$ cat config.mk
export PLATFORM = sky130hd
export DESIGN_NAME = coin_acceptor
export DESIGN_NICKNAME = d
export VERILOG_FILES = /design/src/rtl/vm_pkg.sv /design/src/rtl/coin_acceptor_sync2.sv /design/src/rtl/coin_acceptor.sv
export SDC_FILE = /design/constraint.sdc
export NUM_CORES = 1
export LEC_CHECK = 0
export BUFFER_PORTS_ARGS = -buffer_cell sky130_fd_sc_hd__buf_2
export CORE_MARGIN = 1.5
export CORE_UTILIZATION = 25
export CTS_CLUSTER_SIZE = 28
export DETAILED_ROUTE_END_ITERATION = 16
export PLACE_DENSITY = 0.42
export SETUP_SLACK_MARGIN = 0.05
export SLEW_MARGIN = 20
export SYNTH_ARGS = -nofsm -noshare
export SYNTH_HDL_FRONTEND = slang
export SYNTH_SLANG_ARGS = --single-unit
$ cat constraint.sdc
create_clock -name clk -period 2.3 [get_ports clk]
set_clock_uncertainty 0.15 [all_clocks]
set_input_delay 0.115 -clock clk [delete_from_list [all_inputs] [get_ports clk]]
set_output_delay 0.115 -clock clk [all_outputs]
set_load 0.02 [all_outputs]
$ cat src/rtl/vm_pkg.sv
// Coin codes and acceptor state encoding. Also imported by vending_machine,
// so the coin code values here are the contract between the two blocks.
package vm_pkg;

  localparam logic [1:0] COIN_NONE   = 2'b00;
  localparam logic [1:0] COIN_NICKEL = 2'b01;
  localparam logic [1:0] COIN_DIME   = 2'b10;
  localparam logic [1:0] COIN_BOTH   = 2'b11;

  typedef enum logic [1:0] {
    IDLE    = 2'd0,
    QUALIFY = 2'd1,
    EMIT    = 2'd2,
    RELEASE = 2'd3
  } state_e;

  // True for the two codes that may be forwarded to vending_machine.
  function automatic logic is_single_coin(input logic [1:0] code);
    return (code == COIN_NICKEL) || (code == COIN_DIME);
  endfunction

endpackage

$ cat src/rtl/coin_acceptor_sync2.sv
// Two-flop synchronizer for one asynchronous sensor line.
module sync2 (
  input  logic clk,
  input  logic rst_n,
  input  logic d_i,
  output logic q_o
);

  logic q1_q;
  logic q2_q;

  // Shift the raw line through two flops to settle metastability.
  // NOTE: non-blocking assignments make q2_q take the old q1_q, giving a true
  // two-stage shift; blocking here would collapse it into a single flop.
  always_ff @(posedge clk or negedge rst_n) begin
    if (!rst_n) begin
      q1_q <= 1'b0;
      q2_q <= 1'b0;
    end else begin
      q1_q <= d_i;
      q2_q <= q1_q;
    end
  end

  assign q_o = q2_q;

endmodule

$ cat src/rtl/coin_acceptor.sv
// Coin acceptor front end: synchronizes and debounces the nickel/dime sensors,
// emits one single-cycle coin code (or reject pulse) per physical coin, and
// locks out further codes until the slot has been seen empty long enough.
module coin_acceptor
  import vm_pkg::*;
#(
  parameter int DEBOUNCE_CYCLES = 4,
  parameter int CNT_W           = 8
) (
  input  logic       clk,
  input  logic       rst,
  input  logic       en,
  input  logic       nickel_sense,
  input  logic       dime_sense,
  output logic [1:0] coin,
  output logic       reject,
  output logic       busy,
  output logic [7:0] accept_cnt
);

  localparam logic [CNT_W-1:0] CNT_ZERO = '0;
  localparam logic [CNT_W-1:0] CNT_ONE  = CNT_W'(1);
  localparam logic [CNT_W-1:0] CNT_LAST = CNT_W'(DEBOUNCE_CYCLES - 1);

  logic       nickel_s;
  logic       dime_s;
  logic [1:0] s;

  state_e     state_q,  state_d;
  logic [CNT_W-1:0] cnt_q, cnt_d;
  logic [1:0] cand_q,   cand_d;
  logic [1:0] coin_q,   coin_d;
  logic       reject_q, reject_d;
  logic       busy_q,   busy_d;
  logic [7:0] acc_q,    acc_d;

  sync2 u_sync_nickel (
    .clk   (clk),
    .rst_n (rst),
    .d_i   (nickel_sense),
    .q_o   (nickel_s)
  );

  sync2 u_sync_dime (
    .clk   (clk),
    .rst_n (rst),
    .d_i   (dime_sense),
    .q_o   (dime_s)
  );

  assign s = {dime_s, nickel_s};

  // Next-state and registered-output decode for the debounce/lockout FSM.
  // NOTE: every signal gets a default before the case so no path leaves one
  // unassigned, which would otherwise infer a latch.
  always_comb begin
    state_d  = state_q;
    cnt_d    = cnt_q;
    cand_d   = cand_q;
    coin_d   = COIN_NONE;
    reject_d = 1'b0;
    acc_d    = acc_q;

    unique case (state_q)
      IDLE: begin
        if (en && (s != COIN_NONE)) begin
          cand_d  = s;
          cnt_d   = CNT_ONE;
          state_d = QUALIFY;
        end
      end

      QUALIFY: begin
        if (s == cand_q) begin
          if (cnt_q == CNT_LAST) begin
            state_d = EMIT;
            if (is_single_coin(cand_q)) begin
              coin_d = cand_q;
              acc_d  = acc_q + 8'd1;
            end else begin
              reject_d = 1'b1;
            end
          end else begin
            cnt_d = cnt_q + CNT_ONE;
          end
        end else if (s == COIN_NONE) begin
          // Sensor dropped before qualifying: treat as a glitch.
          state_d = IDLE;
          cnt_d   = CNT_ZERO;
        end else begin
          // Sensor pattern changed to another nonzero value: restart on it.
          cand_d = s;
          cnt_d  = CNT_ONE;
        end
      end

      EMIT: begin
        cnt_d   = CNT_ZERO;
        state_d = RELEASE;
      end

      RELEASE: begin
        if (s == COIN_NONE) begin
          if (cnt_q == CNT_LAST) begin
            state_d = IDLE;
            cnt_d   = CNT_ZERO;
          end else begin
            cnt_d = cnt_q + CNT_ONE;
          end
        end else begin
          // Coin still (or again) in the slot: release must start over.
          cnt_d = CNT_ZERO;
        end
      end

      default: begin
        state_d = IDLE;
        cnt_d   = CNT_ZERO;
      end
    endcase
  end

  // busy is registered from the next state so it lines up with state_q.
  always_comb begin
    busy_d = (state_d != IDLE);
  end

  // FSM state, debounce counter, candidate and registered outputs.
  always_ff @(posedge clk or negedge rst) begin
    if (!rst) begin
      state_q  <= IDLE;
      cnt_q    <= CNT_ZERO;
      cand_q   <= COIN_NONE;
      coin_q   <= COIN_NONE;
      reject_q <= 1'b0;
      busy_q   <= 1'b0;
      acc_q    <= 8'd0;
    end else begin
      state_q  <= state_d;
      cnt_q    <= cnt_d;
      cand_q   <= cand_d;
      coin_q   <= coin_d;
      reject_q <= reject_d;
      busy_q   <= busy_d;
      acc_q    <= acc_d;
    end
  end

  assign coin       = coin_q;
  assign reject     = reject_q;
  assign busy       = busy_q;
  assign accept_cnt = acc_q;

endmodule

==> impl_metrics.tcl <==
set metrics [dict create \
    drt_iter0_markers 51 \
    drt-vias-per-instance 4.76 \
    synthesis.yosys.warnings 0 \
    most_frequent_standard_cell_in_the_layout_excluding_fill_and_tap_cells "dfrtp_1" \
    detail_route.first_pass.iterations 4 \
    worst_r2r_path_depth 6 \
    postCtsSetupBuffers 0 \
    initial_utilization_pct 26.0 \
    min-delay-start "en" \
    crit_buf_inv 1 \
    cts_root_buf "clkbuf_8" \
    min-delay-path-class "input pin to flip-flop" \
    routabilityCongestion 0.791 \
    antenna_found_initial 0 \
    hold_path_end "busy" \
    synthTopCellsByArea "dfrtp_1 (45%), xnor2_1 (4.0%), ha_1 (3.2%)" \
    pin_count 17 \
    worst_r2r_startpoint "cand_q[0]" \
    worst_slew_pin_slew_ns 0.628 \
    worstHoldPathCells 4 \
    synth-async-reset-ratio_pct 100 \
    post-place-ws_ns 0.364 \
    port-buffer-count 16 \
    final_critical_path_setup_slack_ns 0.356 \
    worstSetupPathType "flip-flop to flip-flop" \
    nets 163 \
    setup_tns_ns 0 \
    timing.critical_path.fanout_max 7 \
    critical_path.slowest_cell "dfrtp_1" \
    final-max-slew-violation-count 0 \
    cts_buffers 3 \
    fin_crit_sh_pct 84.5 \
    clock-sinks 28 \
    die_height_microns 81.5 \
    route.vias.total 1081 \
    cts.reportedPaths.clkPinSlew_ns 0.09 \
    clk_latency_ns 0.27 \
    final_antenna_net_count 0 \
    clk_path_buf_depth 2 \
    core.rowCount 28 \
    synthToLayoutAreaGrowth_pct 14.0 \
    hold_viol 0 \
    final.hold.worst_slack_ns 0.128 \
    route.detailed.drc 0 \
    report.final.setup_viol 0 \
    post-synth-top-area-cell "dfrtp_1" \
    clock.fmax_mhz 514 \
    wl_microns 3020 \
    fp.dieArea_sq_um 6650 \
    part_of_the_yosys_area_used_for_sequential_elements_pct 45.5 \
    crit_chain "inv_1, ha_1, and4b_1, nand3_1, nor3_2, xor2_1" \
    post_synth_num_cell_types 46 \
    cts_tree "built" \
    irDropWorstVdd_v 0.000274 \
    ys_seq_elements 28 \
    outcome "finished clean" \
    dpl-instance-area_sq_um 1690 \
    drive_gt1_share_pct 22.4 \
    synth_top_area_share_pct 45.5 \
    avgRoutedWirePerCell_microns 13.3 \
    worst_path_largest_cell_delay_ns 0.51 \
    cts_repair_resize_count 0 \
    critical-path-top-delay-family "simple AND/OR/NAND/NOR gates" \
    chipWidth_microns 81.5 \
    grt_first_pass_wirelength_microns 5310 \
    synth_area_per_cell_sq_um 11.4 \
    overflow 0 \
    rsz0062_at_grt "false" \
    pin_count_of_the_biggest_net_entering_global_routing 29 \
    max_cap_violations 0 \
    powerDensity_nw_per_um2 968 \
    postSynthNetCount 144 \
    r2r_end "accept_cnt[5]" \
    final_layout_fill_cell_count 619 \
    netlist_area_sq_um 1540 \
    crit_end_element "flip-flop" \
    critical_path_required_ns 2.35 \
    start_kind "flip-flop" \
    finish.instance_area_sq_um 1760 \
    insertedDiodeCount 0 \
    detailedPlacementHpwl_microns 2190 \
    arrival_ns 1.99 \
    final_period_minus_worst_setup_slack_ns 1.94 \
    synth_enable_flop_cells 0 \
    synth_cells 135 \
    vias_in_the_first_global_route 1159 \
    core-area_sq_um 5920 \
    aggregate_global_route_resource_usage_pct 10.3 \
    synthFlopType "dfrtp_1" \
    layout_common_cells "dfrtp_1 (28), buf_2 (16), nor2_1 (9), nand3_1 (7), xnor2_1 (7)" \
    worst-r2r-setup-slack_ns 0.36 \
    timing.max_slew.rel_slack_pct 58.1 \
    leakage_nw 0.807 \
    cts-htree-levels 1 \
]
[metrics by stage]
stage / power, mW / utilization (%) / std cells
3_3_place_gp: 1.45 / 28.5 / 221
4_1_cts: 1.74 / 29.7 / 227
3_5_place_dp: 1.45 / 28.5 / 221
5_1_grt: 1.85 / 29.7 / 227
6_report: 1.70 / 29.7 / 227
2_1_floorplan: 1.29 / - / 135
[area by class of cell]
type | instances | area [sq um] | area share (%)
timing repair buffer | 20 | 118 | 6.69
sequential | 28 | 701 | 39.9
tap | 75 | 93.8 | 5.34
multi-input combinational | 95 | 782 | 44.5
clock buffer | 3 | 41.3 | 2.35
inverter | 6 | 22.5 | 1.28
[cells by family after synthesis]
family	after synthesis	share of synthesized area [%]
AO/OA/AOI/OAI	27	13.6
XOR/XNOR	14	8.93
adder cells (fa/ha/maj)	4	3.25
buffers and inverters	12	3.81
flip-flops	28	45.5
multiplexers	4	2.84
AND/OR/NAND/NOR	46	22.2
[state kept, by name, indices dropped and copies added (netlist names)]
signal and cells:
accept_cnt 8, cnt_q 8, cand_q 2, coin 2
state_q 2, busy 1, reject 1, u_sync_dime.q1_q 1
u_sync_dime.q_o 1, u_sync_nickel.q1_q 1, u_sync_nickel.q_o 1
[synth_stat cells (4+ instances only)]
master    n
xnor2_1   7
a21oi_1   5
nor2_1    9
dfrtp_1  28
and3_1    5
nand2_1   5
ha_1      4
inv_1     6
xor2_1    5
nand3_1   7
buf_2     5
[power by group]
group          internal (mW)  switching, mW  leakage (nW)
Combinational          0.321          0.401         0.423
Sequential             0.572          0.148         0.363
Clock                  0.117          0.143        0.0216
Total                   1.01          0.692         0.807
[how the worst max path moves through the flow]
stage	start	to	slack (ns)	cells after the start
after detailed placement	cnt_q[4]	accept_cnt[1]	0.36	4
after floorplan	cand_q[0]	accept_cnt[5]	0.53	6
after CTS	cand_q[0]	accept_cnt[7]	0.34	6
after global routing	cnt_q[4]	accept_cnt[2]	0.20	5
after global placement	u_sync_nickel.q_o	accept_cnt[6]	0.38	4
final	cand_q[0]	accept_cnt[5]	0.36	6
[metal layers]
layer / track usage (%) / wire [microns]
met2: 17.4 / 1420
met3: 3.22 / 129
met4: 2.93 / 17
met5: 0 / 0
met1: 12.6 / 1460
[what timing repair did]
| action | in CTS | in global routing |
|---|---|---|
| endpoints found under the hold margin | 30 | 0 |
| hold buffers | 3 | 0 |
| setup endpoints to repair | 0 | 0 |
[worst min-delay path, delay by kind of cell]
kind            cells  cell delay (ns)
simple gates        1             0.09
compound gates      2             0.22
buf+inv             1             0.09
Power figures use the tool's default switching activity.
